<file path="config.mk">
export PLATFORM = sky130hd
export DESIGN_NAME = vga_scan_gen
export DESIGN_NICKNAME = d
export VERILOG_FILES = /design/src/rtl/vga_scan_gen.sv
export SDC_FILE = /design/constraint.sdc
export NUM_CORES = 1
export LEC_CHECK = 0
export CORE_MARGIN = 1
export CORE_UTILIZATION = 45
export DETAILED_ROUTE_END_ITERATION = 6
export GPL_TIMING_DRIVEN = 0
export PLACE_DENSITY = 0.75
export RECOVER_POWER = 100
export SYNTH_ARGS = -nofsm -noshare
export SYNTH_HDL_FRONTEND = slang
export SYNTH_SLANG_ARGS = --single-unit
</file>
<file path="constraint.sdc">
create_clock -name clk_i -period 2.1 [get_ports clk_i]
set_input_delay 0.42 -clock clk_i [delete_from_list [all_inputs] [get_ports clk_i]]
set_output_delay 0.42 -clock clk_i [all_outputs]
set_load 0.02 [all_outputs]
</file>
<file path="src/rtl/vga_scan_gen.sv">
// VGA raster scan generator with a latency-matched sync/enable pipeline for a pixel source.
// Build option: define VGA_TEST_PATTERN_EN to replace pix_color_i with eight built-in vertical color bars.
module vga_scan_gen #(
  parameter int H_ACTIVE  = 640,
  parameter int H_FP      = 16,
  parameter int H_SYNC    = 96,
  parameter int H_BP      = 48,
  parameter int V_ACTIVE  = 480,
  parameter int V_FP      = 10,
  parameter int V_SYNC    = 2,
  parameter int V_BP      = 33,
  parameter int PIX_X_W   = 12,
  parameter int PIX_Y_W   = 12,
  parameter int COLOR_LAT = 2
) (
  input  logic               clk_i,
  input  logic               rst_i,
  output logic [PIX_X_W-1:0] pos_x_o,
  output logic [PIX_Y_W-1:0] pos_y_o,
  input  logic [2:0]         pix_color_i,
  output logic               frame_start_o,
  output logic [2:0]         vga_rgb_o,
  output logic               vga_hs_o,
  output logic               vga_vs_o,
  output logic               vga_de_o
);

  localparam int H_TOTAL = H_ACTIVE + H_FP + H_SYNC + H_BP;
  localparam int V_TOTAL = V_ACTIVE + V_FP + V_SYNC + V_BP;
  localparam int HW      = $clog2(H_TOTAL);
  localparam int VW      = $clog2(V_TOTAL);

  localparam logic [HW-1:0] H_LAST = HW'(H_TOTAL - 1);
  localparam logic [HW-1:0] H_ACT  = HW'(H_ACTIVE);
  localparam logic [HW-1:0] HS_BEG = HW'(H_ACTIVE + H_FP);
  localparam logic [HW-1:0] HS_END = HW'(H_ACTIVE + H_FP + H_SYNC - 1);
  localparam logic [VW-1:0] V_LAST = VW'(V_TOTAL - 1);
  localparam logic [VW-1:0] V_ACT  = VW'(V_ACTIVE);
  localparam logic [VW-1:0] VS_BEG = VW'(V_ACTIVE + V_FP);
  localparam logic [VW-1:0] VS_END = VW'(V_ACTIVE + V_FP + V_SYNC - 1);

`ifdef VGA_TEST_PATTERN_EN
  // Pipeline word: {bar color, de, hs, vs}
  localparam int DW = 6;
  localparam logic [HW-1:0] BAR_W = HW'(H_ACTIVE / 8);
`else
  // Pipeline word: {de, hs, vs}
  localparam int DW = 3;
`endif
  localparam logic [DW-1:0] DLY_RST = DW'(3'b011);

  logic [HW-1:0] h_cnt_r;
  logic [VW-1:0] v_cnt_r;
  logic          raw_de_s;
  logic          raw_hs_s;
  logic          raw_vs_s;
  logic [DW-1:0] raw_s;
  logic [DW-1:0] dly_s;
  logic [2:0]    color_s;

  // Horizontal/vertical scan counters
  always_ff @(posedge clk_i) begin
    if (rst_i) begin
      h_cnt_r <= {HW{1'b0}};
      v_cnt_r <= {VW{1'b0}};
    end else if (h_cnt_r == H_LAST) begin
      h_cnt_r <= {HW{1'b0}};
      if (v_cnt_r == V_LAST) begin
        v_cnt_r <= {VW{1'b0}};
      end else begin
        v_cnt_r <= v_cnt_r + VW'(1);
      end
    end else begin
      h_cnt_r <= h_cnt_r + HW'(1);
    end
  end

  assign pos_x_o       = PIX_X_W'(h_cnt_r);
  assign pos_y_o       = PIX_Y_W'(v_cnt_r);
  assign frame_start_o = !rst_i && (h_cnt_r == {HW{1'b0}}) && (v_cnt_r == {VW{1'b0}});

  // Undelayed timing qualifiers for the current scan position
  always_comb begin
    raw_de_s = (h_cnt_r < H_ACT) && (v_cnt_r < V_ACT);
    raw_hs_s = !((h_cnt_r >= HS_BEG) && (h_cnt_r <= HS_END));
    raw_vs_s = !((v_cnt_r >= VS_BEG) && (v_cnt_r <= VS_END));
  end

`ifdef VGA_TEST_PATTERN_EN
  assign raw_s = {3'(h_cnt_r / BAR_W), raw_de_s, raw_hs_s, raw_vs_s};
`else
  assign raw_s = {raw_de_s, raw_hs_s, raw_vs_s};
`endif

  // Delay line matching the pixel source latency; zero depth is a plain wire
  generate
    if (COLOR_LAT == 0) begin : g_nodly
      assign dly_s = raw_s;
    end else begin : g_dly
      logic [DW-1:0] pipe_r [COLOR_LAT];

      // Shift raw qualifiers one stage per clock
      always_ff @(posedge clk_i) begin
        if (rst_i) begin
          for (int i = 0; i < COLOR_LAT; i++) begin
            pipe_r[i] <= DLY_RST;
          end
        end else begin
          pipe_r[0] <= raw_s;
          for (int i = 1; i < COLOR_LAT; i++) begin
            pipe_r[i] <= pipe_r[i-1];
          end
        end
      end

      assign dly_s = pipe_r[COLOR_LAT-1];
    end
  endgenerate

  // Select the color entering the output stage; blanking is forced black
  always_comb begin
    color_s = 3'b000;
    if (dly_s[2]) begin
`ifdef VGA_TEST_PATTERN_EN
      color_s = dly_s[5:3];
`else
      color_s = pix_color_i;
`endif
    end else begin
      color_s = 3'b000;
    end
  end

  // Registered pin stage
  always_ff @(posedge clk_i) begin
    if (rst_i) begin
      vga_rgb_o <= 3'b000;
      vga_hs_o  <= 1'b1;
      vga_vs_o  <= 1'b1;
      vga_de_o  <= 1'b0;
    end else begin
      vga_rgb_o <= color_s;
      vga_hs_o  <= dly_s[1];
      vga_vs_o  <= dly_s[0];
      vga_de_o  <= dly_s[2];
    end
  end

endmodule

</file>
# After elaboration in Yosys (flattened, before gate mapping)
# Memory sizes are Yosys's and may differ from the RTL's.
# Index checks and enable logic that the tools add are counted.
[word_totals]
ff_bits = 26
latchBits = 0
mem_bits_rw = 6
mem_bits_ro = 0
input_bits = 5
out_inout_bits = 31
wordCells = 38
n_memories = 1
[mem_list]
columns = ["name", "words", "width", "rd", "rd_clocked_by_memory_dff", "wr", "line_no", "source"]
rows = [
  ["g_dly.pipe_r", 2, 3, 2, 0, 2, "100", "logic [DW-1:0] pipe_r [COLOR_LAT];"],
]
[classes]
n_addsub = 2
multipliers = 0
div_mod_pow = 0
order_cmp = 6
eq_ne = 2
n_shift = 0
n_mux = 6
bitwise_logic = 3
n_reduce_logical = 12
[ops]
columns = ["operator", "count"]
rows = [
  ["adder 10 x 1 -> 10 bit, second input constant", 2],
  ["== test 10 bit, second input constant", 2],
  ["logical NOT 10 bit", 2],
  [">= comparator 10 bit, second input constant", 1],
  [">= comparator 10 x 9 -> 1 bit, second input constant", 1],
  ["less-or-equal comparator 10 bit, second input constant", 1],
  ["less-or-equal comparator 10 x 9 -> 1 bit, second input constant", 1],
  ["less-than comparator 10 bit, second input constant", 1],
  ["less-than comparator 10 x 9 -> 1 bit, second input constant", 1],
  ["two-way mux 10 bit", 1],
  ["two-way mux 3 bit", 2],
  ["logical AND 1 bit", 5],
  ["OR reduction 2 bit", 2],
  ["logical NOT 1 bit", 3],
  ["two-way mux 1 bit", 3],
  ["bitwise OR 1 bit", 2],
  ["inverter 1 bit", 1],
]

# Depth between registers and ports, before layout
# Gate-level depths: netlist of run 1.
[logic_depth]
ltp_word = 4
ltp_mapped = 6
mapped_depth_nobuf = 6

# Worst setup path after synthesis of run 1
# No wires, ideal clock.
[synth_timing]
kind = "register -> output"
start = "register v_cnt_r[3]"
end = "output port frame_start_o"
arrival_time_ns = 1.672
t_required_ns = 1.680
slack_ns = 0.008
stages_incl_launch_ff = 5
path_buffers = 1
cell_sequence = "dfxtp_1 -> clkbuf_1 -> or4b_2 -> nor4_1 -> and4_1"
[synth_between]
elab_chain_len = 2
[synth_lines]
columns = ["item", "line_no", "source"]
rows = [
  ["start: declaration", "53", "logic [VW-1:0] v_cnt_r;"],
  ["start signal: assignment", "65", "v_cnt_r <= {VW{1'b0}};"],
  ["start signal: assignment", "69", "v_cnt_r <= {VW{1'b0}};"],
  ["start signal: assignment", "71", "v_cnt_r <= v_cnt_r + VW'(1);"],
  ["logical NOT 10 bit", "80", "assign frame_start_o = !rst_i && (h_cnt_r == {HW{1'b0}}) && (v_cnt_r == {VW{1'b0}});"],
  ["logical AND 1 bit", "80", ""],
  ["end: declaration", "21", "output logic frame_start_o,"],
]
# No other way between the ends.

# Worst setup path after layout of run 1
[layout_timing]
start = "register h_cnt_r[0]"
end = "output port frame_start_o"
[layout_between]
elab_chain_len = 3
[layout_lines]
columns = ["item", "line_no", "source"]
rows = [
  ["start: declaration", "52", "logic [HW-1:0] h_cnt_r;"],
  ["start signal: assignment", "64", "h_cnt_r <= {HW{1'b0}};"],
  ["start signal: assignment", "67", "h_cnt_r <= {HW{1'b0}};"],
  ["start signal: assignment", "74", "h_cnt_r <= h_cnt_r + HW'(1);"],
  ["logical NOT 10 bit", "80", ""],
  ["logical AND 1 bit (2 in series)", "80", ""],
]
# No other way between the ends.

==> impl_metrics.tcl, run 1 <==
set metrics [dict create \
    cts_tree "built" \
    critPathMaxFanout 2 \
    port_buffers 31 \
    worstSkewPairLatency_ps 330 \
    cp_data_required_time_ps 1680 \
    path_clk_slew_ps 100 \
    yosysTopAreaCellShare_pct 45.88 \
    antenna_found_initial 0 \
    num_vias 1251 \
    worst_pin_slew_ps 490.4 \
    cpMaxStageDelayCell "or4b_4" \
    drive_above_1_share_pct 19.81 \
    netlist_area_um2 1396 \
    syn2layout_area_growth_pct 38.98 \
    max_cap_viol_count 0 \
    drtPass1Iterations 6 \
    placedCellCount 223 \
    ys_types 31 \
    relSlewSlack_pct 67.00 \
    place_congestion 0.7854 \
    vias_per_cell 5.256 \
    violations "design-rule violations, negative setup slack" \
    worstRegToRegCells 5 \
    grt_pass1_wl_mm 5.119 \
    fp.dieW_um 57.71 \
    synth_area_leaders "dfxtp_1 (46%), xnor2_1 (6.3%), nor2_1 (5.4%), ha_1 (3.6%), nand3_1 (3.6%)" \
    dpl-instance-area_um2 1757 \
    num_rows 19 \
    final.min_clock_period_ps 2281 \
    synth_area_leader_cell "dfxtp_1" \
    path_class "reg2out" \
    finalMaxSlewViolations 0 \
    yosys_warnings 0 \
    cp_cell_sequence "inv_2, ha_4, or4b_4, nor4_2, and4_1, buf_6" \
    core_area_um2 2853 \
    setup_tns_ps -180.8 \
    worst-path-stages 6 \
    rsz0062_at_grt "yes" \
    place_ws_ps -517.2 \
    gr-usage-all-layers_pct 20.80 \
    async_flop_share_pct 0 \
    final_cell_area_um2 1941 \
    postCtsHoldBufs 0 \
    cpLargestDelayFamily "simple AND/OR/NAND/NOR gates" \
    synth_most_common_cell "dfxtp_1" \
    synth.top_cells.by_count "dfxtp_1 (32), nor2_1 (20), nand3_1 (10), xnor2_1 (10)" \
    post-dp-hpwl_mm 2.149 \
    drtAntennaViolNets 0 \
    n_antenna_cell 0 \
    start_util_pct 48.95 \
    die_h_um 57.71 \
    holdPathStages 1 \
    ys_seq_elements 32 \
    outcome "finished, violations left" \
    postSynthAreaPerCell_um2 8.838 \
    fin_nets 215 \
    drt-total-wl_mm 3.244 \
    fin_cells 238 \
    fmax_ghz 0.4384 \
    numCtsBuffers 5 \
    synth_edf_count 0 \
    hold_viol_final 0 \
    max_stage_delay_ps 450 \
    arrival_ps 1860 \
    critPathBufInv 2 \
    cts_root_buffer "clkbuf_4" \
    holdWs_ps 415.7 \
    layout_setup_ws_ps -180.8 \
    ios 36 \
    fin_crit_sh_pct 108.6 \
    setup_viol 1 \
    ys.flop_type "dfxtp_1" \
    yosysSeqAreaShare_pct 45.88 \
    holdCritPathClass "reg2reg" \
    cts_sinks 32 \
    power_density_nw_per_um2 605.8 \
    drtIter0Drc 54 \
    startpoint_type "flop" \
    grt_max_degree 11 \
    dieArea_um2 3330 \
    peakVddDrop_mv 0.5620 \
    h-tree-depth 2 \
    synthCells 158 \
    cts.path.max_buffers 2 \
    grt_pass1_vias 1179 \
    endpoint_kind "output pin" \
    grt-ovfl-total 0 \
    leakage_nw 0.6908 \
    finClkSkew_ps 16.98 \
    routedWlPerCell_um 13.63 \
    drc 2 \
]
[per-stage QoR]
stage,power (mW),util (%)
4_1_cts,1.183,66.62
3_5_place_dp,0.7198,61.58
5_1_grt,1.238,68.03
2_1_floorplan,0.6854,-
3_3_place_gp,0.7178,61.58
6_report,1.176,68.03
[layout by cell type, fill, tap and decap left out, drive strengths merged]
master,Yosys,routed
and3,1,1
nor4,8,8
or4,2,2
conb,1,4
nor2b,3,3
and2,3,3
inv,8,8
or3,5,5
o21a,1,1
and4,1,1
dfxtp,32,32
ha,4,4
clkdlybuf4s50,0,30
nand4,4,4
or2,4,4
nand3,10,10
nor2,20,20
bufinv,0,1
o21ai,6,6
o21bai,1,1
or4b,1,1
clkinv,0,1
nand4b,1,1
xnor2,10,10
xor2,4,4
nand2b,1,1
a31oi,1,1
buf,6,15
a21oi,5,5
clkbuf,4,9
nor3,3,3
nand2,8,8
[routing by layer]
metal / routed length (µm) / GRT usage (%)
met1: 1348 / 23.42
met2: 1611 / 34.39
met3: 228 / 5.357
met4: 55 / 14.63
met5: 0 / 0
[worst paths after layout]
check	from	end	slack [ps]
setup reg to reg	h_cnt_r[5]	v_cnt_r[9]	90
hold reg to reg	g_dly.pipe_r[0][0]	g_dly.pipe_r[0][3]	420
setup / recovery	h_cnt_r[0]	frame_start_o	-180
hold / removal	g_dly.pipe_r[0][0]	g_dly.pipe_r[0][3]	420
[flip-flops by register name, indices dropped and copies added (netlist names)]
signal,flops
g_dly.pipe_r,6
h_cnt_r,10
v_cnt_r,10
vga_de_o,1
vga_hs_o,1
vga_rgb_o,3
vga_vs_o,1
[final cells by class]
cell class / instances / area (µm²)
fill: 234 / 912.1
multi-input combinational: 111 / 715.7
sequential: 32 / 648.1
timing repair buffer: 40 / 379.1
buffer: 8 / 52.55
clock buffer: 6 / 41.29
tap: 31 / 38.79
clock inverter: 2 / 35.03
inverter: 8 / 30.03
[report_power, final]
group | switching (mW) | internal (mW)
Combinational | 0.0518 | 0.0503
Sequential | 0.00591 | 0.616
Clock | 0.202 | 0.250
Total | 0.260 | 0.915
[cells by family after synthesis]
group / Yosys count / synth area share [%]
AO/OA/AOI/OAI: 14 / 5.734
XOR/XNOR: 14 / 8.781
buffers and inverters: 18 / 6.989
flip-flops: 32 / 45.88
AND/OR/NAND/NOR: 75 / 28.76
other: 1 / 0.2686
adder cells (fa/ha/maj): 4 / 3.584
[worst reg2reg max path, cell delays in order (launching register included)]
cell     delay [ps]
dfxtp_2         340
buf_6           120
or3_4           440
or4_4           590
or3_1           330
a21oi_1         130
[what timing repair did]
item                       in CTS  in global routing
setup endpoints to repair       6                 10
pin swaps                       4                  4
resized for setup              16                  5
buffers inserted                6                  3
No activity file was read; power rests on OpenSTA's default activity.
==> inputs of run 2 (changes only) <==
--- a/config.mk
+++ b/config.mk
@@ -5,7 +5,6 @@
 export SDC_FILE = /design/constraint.sdc
 export NUM_CORES = 1
 export LEC_CHECK = 0
-export CORE_MARGIN = 1
 export CORE_UTILIZATION = 45
 export DETAILED_ROUTE_END_ITERATION = 6
 export GPL_TIMING_DRIVEN = 0
==> results of run 2 <==
No change in the layout: final DEF, timing and power equal those of run 1.
==> inputs of run 3 (changes only) <==
--- a/config.mk
+++ b/config.mk
@@ -5,10 +5,11 @@
 export SDC_FILE = /design/constraint.sdc
 export NUM_CORES = 1
 export LEC_CHECK = 0
+export ABC_AREA = 1
 export CORE_UTILIZATION = 45
 export DETAILED_ROUTE_END_ITERATION = 6
 export GPL_TIMING_DRIVEN = 0
-export PLACE_DENSITY = 0.75
+export PLACE_DENSITY = 0.73
 export RECOVER_POWER = 100
 export SYNTH_ARGS = -nofsm -noshare
 export SYNTH_HDL_FRONTEND = slang
==> run 3 against run 2 <==
  * Combinational power fell by 22%
  * First-iteration DRC count rose by 30%
  * Design area rose by 2.4%
  * Largest power group unchanged
  * Routed wire length fell by 2.3%
  * Area after synthesis rose by 13%
  * Clock skew fell by 3.7 ps
  * Highest routed layer unchanged
  * Critical path depth rose by 1
  * Via count rose by 15%
  * The run now ends clean
==> impl_metrics.tcl, run 3 <==
set metrics [dict create \
    start_util_pct 47.13 \
    holdCritPathClass "reg2reg" \
    yosysTopAreaCellShare_pct 40.73 \
    arrival_ps 1550 \
    synth_area_leaders "dfxtp_1 (41%), nand2_1 (9.8%), nor2_1 (9.1%), inv_1 (6.4%), nand3_1 (4.1%)" \
    cp_data_required_time_ps 1680 \
    max_cap_viol_count 0 \
    place_congestion 0.8895 \
    peakVddDrop_mv 0.3659 \
    synth_edf_count 0 \
    grt-ovfl-total 0 \
    fin_nets 265 \
    num_rows 21 \
    setup_viol 0 \
    drtAntennaViolNets 0 \
    hold_viol_final 0 \
    cts_sinks 32 \
    startpoint "v_cnt_r[0]" \
    syn2layout_area_growth_pct 26.33 \
    top_regs "h_cnt_r x10, v_cnt_r x10, g_dly.pipe_r x6" \
    ys_types 29 \
    worstHoldStart "g_dly.pipe_r[0][2]" \
    drtPass1Iterations 4 \
    gr-usage-all-layers_pct 19.52 \
    dpl-instance-area_um2 1942 \
    die_h_um 61.12 \
    total_power_mw 1.176 \
    drtIter0Drc 70 \
    grt_pass1_vias 1248 \
    fin_crit_sh_pct 93.95 \
    dieArea_um2 3736 \
    grt_pass1_wl_mm 5.244 \
    n_antenna_cell 0 \
    mostFrequentLayoutCells "nand2_1 (44), nor2_1 (39), dfxtp_1 (30), inv_1 (28), dlygate4sd3_1 (26)" \
    vias_per_cell 4.756 \
    cts_tree "built" \
    port_buffers 30 \
    worstReg2RegStart "h_cnt_r[0]" \
    async_flop_share_pct 0 \
    fmax_ghz 0.5069 \
    leakage_nw 0.9357 \
    synth_most_common_cell "nand2_1" \
    yosysSeqAreaShare_pct 40.73 \
    worstSkewPairLatency_ps 350 \
    synthCells 216 \
    synth_area_leader_cell "dfxtp_1" \
    outcome "completed" \
    h-tree-depth 2 \
    final_common_cell "nand2_1" \
    ios 36 \
    critPathMaxFanout 4 \
    path_class "reg2out" \
    drc 0 \
    rsz0062_at_grt "no" \
    core_area_um2 3337 \
    drive_above_1_share_pct 12.45 \
    routedWlPerCell_um 10.46 \
    numCtsBuffers 5 \
    cts.path.max_buffers 2 \
    final_cell_area_um2 1987 \
    endpoint_kind "output pin" \
    yosys_warnings 0 \
    antenna_found_initial 0 \
    final.min_clock_period_ps 1973 \
    netlist_area_um2 1573 \
    setup_tns_ps 0 \
    grt_max_degree 12 \
    cts_root_buffer "clkbuf_4" \
    post-dp-hpwl_mm 2.265 \
    startpoint_type "flop" \
    num_vias 1441 \
    ys_seq_elements 32 \
    finalMaxSlewViolations 0 \
    fp.dieW_um 61.12 \
    drt-total-wl_mm 3.169 \
    postSynthAreaPerCell_um2 7.281 \
    placedCellCount 295 \
    path_clk_slew_ps 110 \
    finClkSkew_ps 13.33 \
    power_density_nw_per_um2 591.9 \
    ys.flop_type "dfxtp_1" \
    fin_cells 303 \
    synth.top_cells.by_count "nand2_1 (41), nor2_1 (38), dfxtp_1 (32), inv_1 (27), nand3_1 (13)" \
]
==> run 3: cell types whose count changed in the layout (fill, tap and decap cells not counted), moves of 10 or more <==
cell,delta
nand2_1,+36
nor2_1,+19
dlygate4sd3_1,+26
xnor2_1,-10
inv_1,+22
clkdlybuf4s50_1,-27
==> run 3: final cells by class <==
cell class / count / area (µm²)
Buffer: 6 / 45.04
Clock buffer: 5 / 37.54
Clock inverter: 3 / 42.54
Fill cell: 333 / 1350
Inverter: 31 / 116.4
Multi-Input combinational cell: 150 / 747.0
Sequential cell: 32 / 643.1
Tap cell: 46 / 57.56
Timing Repair Buffer: 30 / 297.8
==> run 3: power by group <==
| group | leakage [nW] | internal (mW) | switching [mW] |
|---|---|---|---|
| registers | 0.261 | 0.616 | 0.00642 |
| logic | 0.634 | 0.0335 | 0.0459 |
| clock network | 0.0412 | 0.248 | 0.227 |
==> run 3: routing by layer <==
layer | routed length, µm | track usage, % | up-vias
li1 | - | - | 744
met1 | 1426 | 23.35 | 651
met2 | 1516 | 31.83 | 41
met3 | 190 | 4.832 | 5
met4 | 36 | 11.36 | 0
met5 | 0 | 0 | -
==> run 3: worst max-delay path, cell delays in order (launching register included) <==
cell     delay, ps
dfxtp_2        360
inv_1           70
ha_1           170
inv_1           60
nor4_1         160
nand3_1        120
nor2_2         110
buf_4          150
==> run 3: final timing paths <==
check	slack, ps	cells past startpoint	end
setup / recovery	130	7	frame_start_o
hold / removal	410	2	g_dly.pipe_r[0][5]
setup reg to reg	240	8	v_cnt_r[9]
hold reg to reg	410	2	g_dly.pipe_r[0][5]
==> run 3: what timing repair did <==
action                                  in CTS  in global routing
resized for setup                            4                  4
buffers inserted                             0                  0
hold buffers                                 0                  0
endpoints found under the setup margin       1                  1
pin swaps                                    0                  2
hold endpoints to repair                     0                  0
==> run 3: cells by family after synthesis <==
kind of cell,synth area share [%]
other,0.2384
flip-flops,40.73
adder cells (fa/ha/maj),3.182
AO/OA/AOI/OAI,5.012
AND/OR/NAND/NOR,37.71
buffers and inverters,10.34
XOR/XNOR,2.784
==> run 3: through the flow <==
stage                     utilization, %  hold WS (ps)  setup WS (ps)
after global routing               59.54         429.1          18.83
after global placement             58.19         390.3         -25.21
after detailed placement           58.19         392.9         -6.379
after CTS                          60.44         325.7          28.65
after floorplan                        -         388.3          410.0
final                              59.54         410.5          127.1
